[src/rtl/mux8lut_cfg_sequencer.sv]
// mux8lut_cfg_sequencer
//   Round-robin arbiter and frame-write sequencer for a column of
//   MUX8LUT frame-config slots. Requesters ask for a new 2-bit mode {c1,c0}
//   for one slot. The block keeps a shadow copy of every slot's committed
//   mode. Each accepted change is emitted as a full frame write: the data is
//   set up, FrameStrobe[FrameIdx] is pulsed for StrobeLen cycles, and the
//   data is then held for one more cycle.
//
// Ports
//   CLK          config clock
//   resetn       asynchronous reset, active low
//   req_valid    per-requester request, held until accepted
//   req_slot     per-requester slot index, requester r at [r*SlotW +: SlotW]
//   req_mode     per-requester new {c1,c0}, requester r at [2r +: 2]
//   req_ready    one-hot accept strobe; a transfer happens when valid & ready
//   FrameData    frame word to the tile
//   FrameStrobe  frame strobes to the tile; only bit FrameIdx is ever driven
//   busy         high while a frame write is in flight
//   err_slot     one-cycle pulse after accepting a request with an
//                out-of-range slot
//   shadow_mode  committed mode of every slot, slot i at [2i +: 2]
module mux8lut_cfg_sequencer #(
  parameter int NumReq    = 2,
  parameter int NumSlots  = 4,
  parameter int FrameBits = 32,
  parameter int NumFrames = 20,
  parameter int FrameIdx  = 0,
  parameter int BitBase   = 0,
  parameter int StrobeLen = 2,
  parameter int SlotW     = 2
) (
  input  logic                      CLK,
  input  logic                      resetn,
  input  logic [NumReq-1:0]         req_valid,
  input  logic [NumReq*SlotW-1:0]   req_slot,
  input  logic [NumReq*2-1:0]       req_mode,
  output logic [NumReq-1:0]         req_ready,
  output logic [FrameBits-1:0]      FrameData,
  output logic [NumFrames-1:0]      FrameStrobe,
  output logic                      busy,
  output logic                      err_slot,
  output logic [2*NumSlots-1:0]     shadow_mode
);

  localparam int RrW  = (NumReq > 1) ? $clog2(NumReq) : 1;
  localparam int CntW = (StrobeLen > 1) ? $clog2(StrobeLen) : 1;

  localparam logic [1:0] S_IDLE   = 2'd0;
  localparam logic [1:0] S_SETUP  = 2'd1;
  localparam logic [1:0] S_STROBE = 2'd2;
  localparam logic [1:0] S_HOLD   = 2'd3;

  logic [1:0]           state_q, state_d;
  logic [RrW-1:0]       rr_q, rr_d;
  logic [CntW-1:0]      cnt_q, cnt_d;
  logic [2*NumSlots-1:0] shadow_q, shadow_d;
  logic [FrameBits-1:0] frame_q, frame_d;
  logic                 err_q, err_d;

  // Round-robin search: first valid requester strictly after the pointer.
  logic           grant_found;
  logic [RrW-1:0] grant_idx;
  logic [RrW-1:0] cand;

  always_comb begin
    grant_found = 1'b0;
    grant_idx   = '0;
    cand        = '0;
    for (int k = 1; k <= NumReq; k++) begin
      cand = RrW'((int'(rr_q) + k) % NumReq);
      if (!grant_found && req_valid[cand]) begin
        grant_found = 1'b1;
        grant_idx   = cand;
      end
    end
  end

  // Acceptance is only possible in IDLE. Gating with resetn keeps req_ready
  // low for the whole reset, not only after the state register clears.
  logic accept;
  assign accept = resetn && (state_q == S_IDLE) && grant_found;

  genvar gi;
  generate
    for (gi = 0; gi < NumReq; gi++) begin : g_ready
      assign req_ready[gi] = accept && (grant_idx == RrW'(gi));
    end
  endgenerate

  logic [SlotW-1:0] sel_slot;
  logic [1:0]       sel_mode;
  logic             slot_ok;
  int               slot_idx;
  logic [1:0]       cur_mode;

  always_comb begin
    sel_slot = req_slot[int'(grant_idx)*SlotW +: SlotW];
    sel_mode = req_mode[int'(grant_idx)*2 +: 2];
    slot_ok  = int'(sel_slot) < NumSlots;
    // Keep the shadow index in range even when the request is bad.
    slot_idx = slot_ok ? int'(sel_slot) : 0;
    cur_mode = shadow_q[2*slot_idx +: 2];
  end

  always_comb begin
    state_d  = state_q;
    rr_d     = rr_q;
    cnt_d    = cnt_q;
    shadow_d = shadow_q;
    frame_d  = frame_q;
    err_d    = 1'b0;
    case (state_q)
      S_IDLE: begin
        frame_d = '0;
        if (accept) begin
          rr_d = grant_idx;
          if (!slot_ok) begin
            err_d = 1'b1;
          end else if (sel_mode != cur_mode) begin
            // Commit now; the frame word carries the updated shadow.
            shadow_d[2*slot_idx +: 2] = sel_mode;
            frame_d[BitBase +: 2*NumSlots] = shadow_d;
            state_d = S_SETUP;
          end
        end
      end
      S_SETUP: begin
        cnt_d   = CntW'(StrobeLen - 1);
        state_d = S_STROBE;
      end
      S_STROBE: begin
        if (cnt_q == '0) begin
          state_d = S_HOLD;
        end else begin
          cnt_d = cnt_q - 1'b1;
        end
      end
      default: begin
        state_d = S_IDLE;
      end
    endcase
  end

  always_ff @(posedge CLK or negedge resetn) begin
    if (!resetn) begin
      state_q  <= S_IDLE;
      rr_q     <= RrW'(NumReq - 1);
      cnt_q    <= '0;
      shadow_q <= '0;
      frame_q  <= '0;
      err_q    <= 1'b0;
    end else begin
      state_q  <= state_d;
      rr_q     <= rr_d;
      cnt_q    <= cnt_d;
      shadow_q <= shadow_d;
      frame_q  <= frame_d;
      err_q    <= err_d;
    end
  end

  generate
    for (gi = 0; gi < NumFrames; gi++) begin : g_strobe
      if (gi == FrameIdx) begin : g_active
        assign FrameStrobe[gi] = (state_q == S_STROBE);
      end else begin : g_idle
        assign FrameStrobe[gi] = 1'b0;
      end
    end
  endgenerate

  assign FrameData   = frame_q;
  assign busy        = (state_q != S_IDLE);
  assign err_slot    = err_q;
  assign shadow_mode = shadow_q;

endmodule
[config.mk]
export PLATFORM = sky130hd
export DESIGN_NAME = mux8lut_cfg_sequencer
export DESIGN_NICKNAME = d
export VERILOG_FILES = /design/src/rtl/mux8lut_cfg_sequencer.sv
export SDC_FILE = /design/constraint.sdc
export NUM_CORES = 1
export LEC_CHECK = 0
export ABC_AREA = 1
export CORE_MARGIN = 3
export CORE_UTILIZATION = 25
export CTS_BUF_LIST = sky130_fd_sc_hd__clkbuf_16
export CTS_CLUSTER_SIZE = 40
export DETAILED_ROUTE_END_ITERATION = 8
export GPL_TIMING_DRIVEN = 0
export PLACE_DENSITY_LB_ADDON = 0.12
export SLEW_MARGIN = 5
export SYNTH_ARGS = -nofsm -noshare
export SYNTH_HDL_FRONTEND = slang
export SYNTH_SLANG_ARGS = --single-unit
[constraint.sdc]
create_clock -name CLK -period 4 [get_ports CLK]
set_input_delay 0.6 -clock CLK [delete_from_list [all_inputs] [get_ports CLK]]
set_output_delay 0.6 -clock CLK [all_outputs]
set_load 0.02 [all_outputs]
==> impl_metrics.yaml, run 1 <==
drt:
  antenna_violating_nets_post_route: 0
  route.detailed.vias_per_inst: 3.74
  first_pass_iters: 4
  drcViolationCount: 0
  drt-wirelength-per-cell_um: 9.98
  route.final.wire_length_um: 3510
  vias: 1317
  dr.first_iter.drc_count: 45
global_route:
  grt_antenna_before_repair: 0
  overflow: 0
  gr-usage-all-layers_pct: 10.2
  via_count_of_the_first_global_routing_pass: 1204
  pin_count_of_the_biggest_net_entering_global_routing: 22
  grt_first_pass_wirelength_um: 5840
placement:
  detailed_place.area_um2: 2070
  hpwlAfterDp_um: 2780
  gp_congestion: 0.786
  minimum_setup_slack_after_placement_ns: 0.331
  placement.io_buffers: 31
pwr:
  pwr_per_cell_area_nw_per_um2: 595
  power.net_switching_uw: 562
  power.share.sequential_pct: 27.8
  power.leakage_uw: 0.00121
  power.switching_fraction_pct: 44.0
  power.ir.vdd_worst_uv: 255
  combinationalPowerShare_pct: 55.7
  clock_power_share_pct: 16.4
  power.internal_uw: 714
clock_network:
  cts_tree: "done"
  h-tree-depth: 1
  postCtsHoldBufs: 0
  insertion_delay_ns: 0.25
  root_buffer: "sky130_fd_sc_hd__clkbuf_16"
  cts.repair.resized: 0
  cts.path.max_buffers: 2
  clock_transition_time_at_the_flip_flop_clock_pins_of_the_worst_setup_and_hold_paths_ns: 0.06
  clock_sink_count: 20
  post-cts-setup-buffer-count: 0
  tritoncts.num_buffers: 3
min_path:
  hold_path_class: "reg2reg"
setup_path:
  r2r_start: "rr_q"
  endpoint: "req_ready[0]"
  critical_path.startpoint_type: "input pin"
  worstPathRequired_ns: 3.40
  cp_data_arrival_time_ns: 2.94
  r2r_setup_slack_ns: 1.81
  crit_type: "in2out"
  crit-reg2reg-capture: "FrameData[5]"
  worst_setup_path_startpoint: "resetn"
  cp-end-kind: "output pin"
  r2r.worst_path.cells: 11
  critical_path.max_fanout: 21
floorplanning:
  floorplan.die_area_um2: 6980
  ios: 76
  chipHeight_um: 83.6
  floorplan.core_area_um2: 5680
  die_width_um: 83.6
  num_rows: 27
  floorplan.initialDensity_pct: 26.5
synth:
  synth_flop_cell: "sky130_fd_sc_hd__dfrtp_1"
  synth-edff-count: 0
  synth_async_sr_flop_share_pct: 100
  synth.top_cell.area_share_pct: 31.6
  netlist_top_cells_area: "sky130_fd_sc_hd__dfrtp_1, sky130_fd_sc_hd__buf_4, sky130_fd_sc_hd__nand2_1"
  post-synth-top-count-cell: "sky130_fd_sc_hd__nand2_1"
  ys_seq_area_share_pct: 33.4
  yosysWarnings: 0
  syn-cell-area_um2: 1500
  synth-seq-cells: 20
  synth.cells.most_frequent: "sky130_fd_sc_hd__nand2_1, sky130_fd_sc_hd__buf_4, sky130_fd_sc_hd__dfrtp_1"
  synthDominantAreaCellType: "sky130_fd_sc_hd__dfrtp_1"
  synth_cell_type_count: 24
  synthesis.instances: 202
  syn_area_per_cell_um2: 7.45
finish:
  antennaDiodeCount: 0
  area_growth_pct: 42.6
  final_cell_area_um2: 2140
  fin_nets: 297
  postLayoutCoreUtil_pct: 37.8
  drive_gt1_share_pct: 20.4
timing:
  min_period_over_period_pct: 88.4
  tns_ns: 0
  unrepaired_setup_endpoints_after_global_routing: "no"
  skew_ns: 0.00232
  maxClockFrequency_mhz: 283
  final_max_slew_viol_count: 0
  timing.max_slew.rel_slack_pct: 36.8
  setup_viol: 0
  final_period_minus_worst_setup_slack_ns: 3.54
  finalWorstSetupSlack_ns: 0.464
  hold_viol: 0
  transition_time_at_the_pin_with_the_least_slew_margin_ns: 0.945
run:
  maxCapViolCount: 0
status:
  status: "finished, final reports clean"
[per-layer routing]
metal / global-route usage [%] / up-vias / part of all wire [%]
met5: 0 / - / 0
met1: 15.0 / 541 / 52
met3: 2.47 / 5 / 8.5
met2: 14.2 / 57 / 39
met4: 3.51 / 0 / 1.5
li1: - / 714 / -
[layout make-up]
| class | count | area [µm²] |
|---|---|---|
| multi-input cells | 162 | 762 |
| inverters | 18 | 67.6 |
| fillers | 607 | 3530 |
| clock inverters | 1 | 3.75 |
| clock buffers | 3 | 75.1 |
| plain buffers | 45 | 334 |
| well taps | 72 | 90.1 |
| flip-flops and latches | 20 | 502 |
| repair buffers | 31 | 310 |
[cells by family after synthesis]
logic type               Yosys count  synth area share (%)
AO/OA/AOI/OAI                     17                  7.90
adder cells (fa/ha/maj)            4                  3.33
buffers and inverters             63                  26.7
flip-flops                        20                  33.4
other                              1                 0.249
AND/OR/NAND/NOR                   97                  28.5
[layout by cell type, fill, tap and decap left out, types with 2 or more instances in the layout]
cell	n
sky130_fd_sc_hd__nand4_1	2
sky130_fd_sc_hd__ha_1	4
sky130_fd_sc_hd__o2111ai_1	4
sky130_fd_sc_hd__clkbuf_16	3
sky130_fd_sc_hd__nand2_1	59
sky130_fd_sc_hd__nand3_1	18
sky130_fd_sc_hd__dfrtp_1	19
sky130_fd_sc_hd__a21oi_1	2
sky130_fd_sc_hd__inv_1	17
sky130_fd_sc_hd__o21ai_0	5
sky130_fd_sc_hd__nor2_1	11
sky130_fd_sc_hd__nand2_2	3
sky130_fd_sc_hd__o22ai_1	2
sky130_fd_sc_hd__nand2_4	3
sky130_fd_sc_hd__buf_4	44
sky130_fd_sc_hd__conb_1	44
sky130_fd_sc_hd__clkdlybuf4s50_1	31
[power groups by stage]
stage | Clock [µW] | Sequential [µW] | Combinational, µW
6_report | 210 | 355 | 711
5_1_grt | 224 | 369 | 802
4_1_cts | 213 | 357 | 721
3_5_place_dp | 0 | 358 | 717
3_3_place_gp | 0 | 359 | 715
2_1_floorplan | 0 | 421 | 397
[state kept, by name (all words and copies together), names as in the netlist]
signal       cells
cnt_q            1
rr_q             1
shadow_mode      8
state_q          2
FrameData        8
[per-stage QoR]
step           hold slack [ns]  std cells  total power [µW]
3_3_place_gp             0.470        348              1070
3_5_place_dp             0.466        348              1080
2_1_floorplan            0.304        245               818
6_report                 0.474        352              1280
5_1_grt                  0.511        352              1390
4_1_cts                  0.480        352              1290
[critical path: stages]
cell and delay [ns]:
sky130_fd_sc_hd__clkdlybuf4s50_1 1.09, sky130_fd_sc_hd__nand2_1 0.19, sky130_fd_sc_hd__nor2_1 0.17, sky130_fd_sc_hd__inv_1 0.07, sky130_fd_sc_hd__a21oi_1 0.17, sky130_fd_sc_hd__clkdlybuf4s50_1 0.64
[how the worst min path moves through the flow]
| stage | startpoint | endpoint | slack, ns | cells after the start |
|---|---|---|---|---|
| after floorplan | resetn | FrameData[0] | 0.30 | 0 |
| after global placement | FrameData[2] | FrameData[2] | 0.47 | 2 |
| after detailed placement | FrameData[7] | FrameData[7] | 0.47 | 2 |
| after CTS | FrameData[5] | FrameData[5] | 0.48 | 2 |
| after global routing | FrameData[0] | FrameData[0] | 0.51 | 2 |
| final | FrameData[5] | FrameData[5] | 0.47 | 2 |
No activity file was read; power rests on OpenSTA's default activity.
==> run 2: changes to the inputs <==
--- a/config.mk
+++ b/config.mk
@@ -6,6 +6,7 @@
 export NUM_CORES = 1
 export LEC_CHECK = 0
 export ABC_AREA = 1
+export CAP_MARGIN = 20
 export CORE_MARGIN = 3
 export CORE_UTILIZATION = 25
 export CTS_BUF_LIST = sky130_fd_sc_hd__clkbuf_16
==> results of run 2 <==
The final DEF is identical to that of run 1; final timing and power are the same.
==> run 3: changes to the inputs <==
--- a/config.mk
+++ b/config.mk
@@ -13,6 +13,7 @@
 export CTS_CLUSTER_SIZE = 40
 export DETAILED_ROUTE_END_ITERATION = 8
 export GPL_TIMING_DRIVEN = 0
+export MAX_ROUTING_LAYER = met4
 export PLACE_DENSITY_LB_ADDON = 0.12
 export SLEW_MARGIN = 5
 export SYNTH_ARGS = -nofsm -noshare
==> constraint.sdc (replaced) <==
create_clock -name CLK -period 3.82 [get_ports CLK]
set_input_delay 0.573 -clock CLK [delete_from_list [all_inputs] [get_ports CLK]]
set_output_delay 0.573 -clock CLK [all_outputs]
set_load 0.02 [all_outputs]
==> run 3 against run 2 <==
Against the previous run: largest cell class unchanged; die area stayed put; clock skew hardly changed; routed wire length hardly changed; total power is 4.8% higher; critical endpoint unchanged; cell count stayed put; global-route usage is 0.28 points higher; flip-flop and latch count stayed put; worst setup slack worse by 0.13 ns; register-to-register slack worse by 0.18 ns.
==> impl_metrics.yaml, run 3 (same netlist as run 1, synthesis figures left out) <==
status:
  status: "finished, final reports clean"
floorplanning:
  chipHeight_um: 83.6
  ios: 76
  die_width_um: 83.6
  floorplan.core_area_um2: 5680
  num_rows: 27
  floorplan.die_area_um2: 6980
  floorplan.initialDensity_pct: 26.5
finish:
  sequential_cell_area_um2: 502
  antennaDiodeCount: 0
  multi_input_comb_area_um2: 762
  commonest_non_fill_non_tap_cells_in_the_layout: "sky130_fd_sc_hd__nand2_1, sky130_fd_sc_hd__buf_4, sky130_fd_sc_hd__conb_1"
  drive_gt1_share_pct: 20.4
  area_growth_pct: 42.6
  layout.cells.most_common: "sky130_fd_sc_hd__nand2_1"
  fin_nets: 297
  layout.filler_cells: 607
  finish.cell_count_without_fillers: 352
  postLayoutCoreUtil_pct: 37.8
timing:
  transition_time_at_the_pin_with_the_least_slew_margin_ns: 0.945
  min_period_over_period_pct: 91.2
  timing.max_slew.rel_slack_pct: 36.8
  skew_ns: 0.00232
  final_period_minus_worst_setup_slack_ns: 3.48
  final_max_slew_viol_count: 0
  hold_viol: 0
  unrepaired_setup_endpoints_after_global_routing: "no"
  tns_ns: 0
  setup_viol: 0
  finalWorstSetupSlack_ns: 0.338
  maxClockFrequency_mhz: 287
global_route:
  global_route.peak_usage_layer: "met1"
  grtUsageMet3_pct: 2.07
  overflow: 0
  grt_use_met1_pct: 15.3
  via_count_of_the_first_global_routing_pass: 1204
  grt_antenna_before_repair: 0
  gr-usage-all-layers_pct: 10.4
  grt_first_pass_wirelength_um: 5840
  pin_count_of_the_biggest_net_entering_global_routing: 22
  grt.met2_usage_pct: 14.2
placement:
  placement.io_buffers: 31
  hpwlAfterDp_um: 2780
  cell_total_after_placement: 348
  minimum_setup_slack_after_placement_ns: 0.205
  gp_congestion: 0.797
clock_network:
  tritoncts.num_buffers: 3
  cts_tree: "done"
  postCtsHoldBufs: 0
  h-tree-depth: 1
  cts.repair.resized: 0
  clock_sink_count: 20
  post-cts-setup-buffer-count: 0
  root_buffer: "sky130_fd_sc_hd__clkbuf_16"
  clock_transition_time_at_the_flip_flop_clock_pins_of_the_worst_setup_and_hold_paths_ns: 0.06
  insertion_delay_ns: 0.25
  cts.path.max_buffers: 2
run:
  maxCapViolCount: 0
setup_path:
  cp_data_arrival_time_ns: 2.91
  crit-reg2reg-capture: "FrameData[5]"
  worstPathRequired_ns: 3.25
  critical_path.max_fanout: 21
  cp-end-kind: "output pin"
  endpoint: "req_ready[0]"
  worst_setup_path_startpoint: "resetn"
  crit_type: "in2out"
  r2r_setup_slack_ns: 1.63
  critical_path.startpoint_type: "input pin"
  r2r_start: "rr_q"
  r2r.worst_path.cells: 11
drt:
  vias: 1317
  dr.first_iter.drc_count: 49
  antenna_violating_nets_post_route: 0
  route.detailed.vias_per_inst: 3.74
  first_pass_iters: 4
  drcViolationCount: 0
  route.final.wire_length_um: 3520
  drt-wirelength-per-cell_um: 9.99
pwr:
  power.internal_uw: 748
  power.switching_fraction_pct: 44.1
  power.ir.vdd_worst_uv: 267
  power.leakage_uw: 0.00121
  combinationalPowerShare_pct: 55.7
  clock_power_share_pct: 16.4
  power.net_switching_uw: 590
  pwr_per_cell_area_nw_per_um2: 624
  power.share.sequential_pct: 27.8
min_path:
  hold_path_class: "reg2reg"
run 3: cell counts in the layout (fill, tap and decap cells not counted):
No cell type changed its count.
run 3: worst min path at each step:
stage / startpoint / endpoint / cells past startpoint
after CTS: FrameData[5] / FrameData[5] / 2
after detailed placement: FrameData[7] / FrameData[7] / 2
after floorplan: resetn / FrameData[0] / 0
after global routing: FrameData[0] / FrameData[0] / 2
final: FrameData[5] / FrameData[5] / 2
after global placement: FrameData[2] / FrameData[2] / 2
run 3: final cells by class:
cell class                 instances  share of cell area (%)
multi-input combinational        162                    35.5
sequential                        20                    23.4
buffer                            45                    15.6
timing repair buffer              31                    14.5
tap                               72                    4.20
clock buffer                       3                    3.50
inverter                          18                    3.15
clock inverter                     1                   0.175
run 3: power by group through the flow:
stage	Clock (µW)	Sequential (µW)	Combinational, µW
3_5_place_dp	0	375	751
5_1_grt	234	387	839
3_3_place_gp	0	376	749
6_report	220	372	746
4_1_cts	223	374	755
2_1_floorplan	0	440	416
run 3: metrics by stage:
| step | instance area [µm²] | total power, µW | hold WS, ns |
|---|---|---|---|
| finish | 2140 | 1340 | 0.474 |
| global route | 2140 | 1460 | 0.511 |
| CTS | 2140 | 1350 | 0.480 |
| detailed placement | 2070 | 1130 | 0.466 |
| global placement | 2070 | 1120 | 0.470 |
| floorplan | 1670 | 857 | 0.277 |
run 3: layer usage:
| layer | vias up | wire length (µm) | share of wire [%] |
|---|---|---|---|
| li1 | 714 | - | - |
| met1 | 541 | 1840 | 52 |
| met2 | 57 | 1350 | 39 |
| met3 | 5 | 271 | 7.7 |
| met4 | 0 | 51 | 1.5 |
| met5 | - | 0 | 0 |
run 3: critical path: stages:
cell and delay (ns):
sky130_fd_sc_hd__clkdlybuf4s50_1 1.09, sky130_fd_sc_hd__nand2_1 0.19, sky130_fd_sc_hd__nor2_1 0.17, sky130_fd_sc_hd__inv_1 0.07, sky130_fd_sc_hd__a21oi_1 0.17, sky130_fd_sc_hd__clkdlybuf4s50_1 0.64
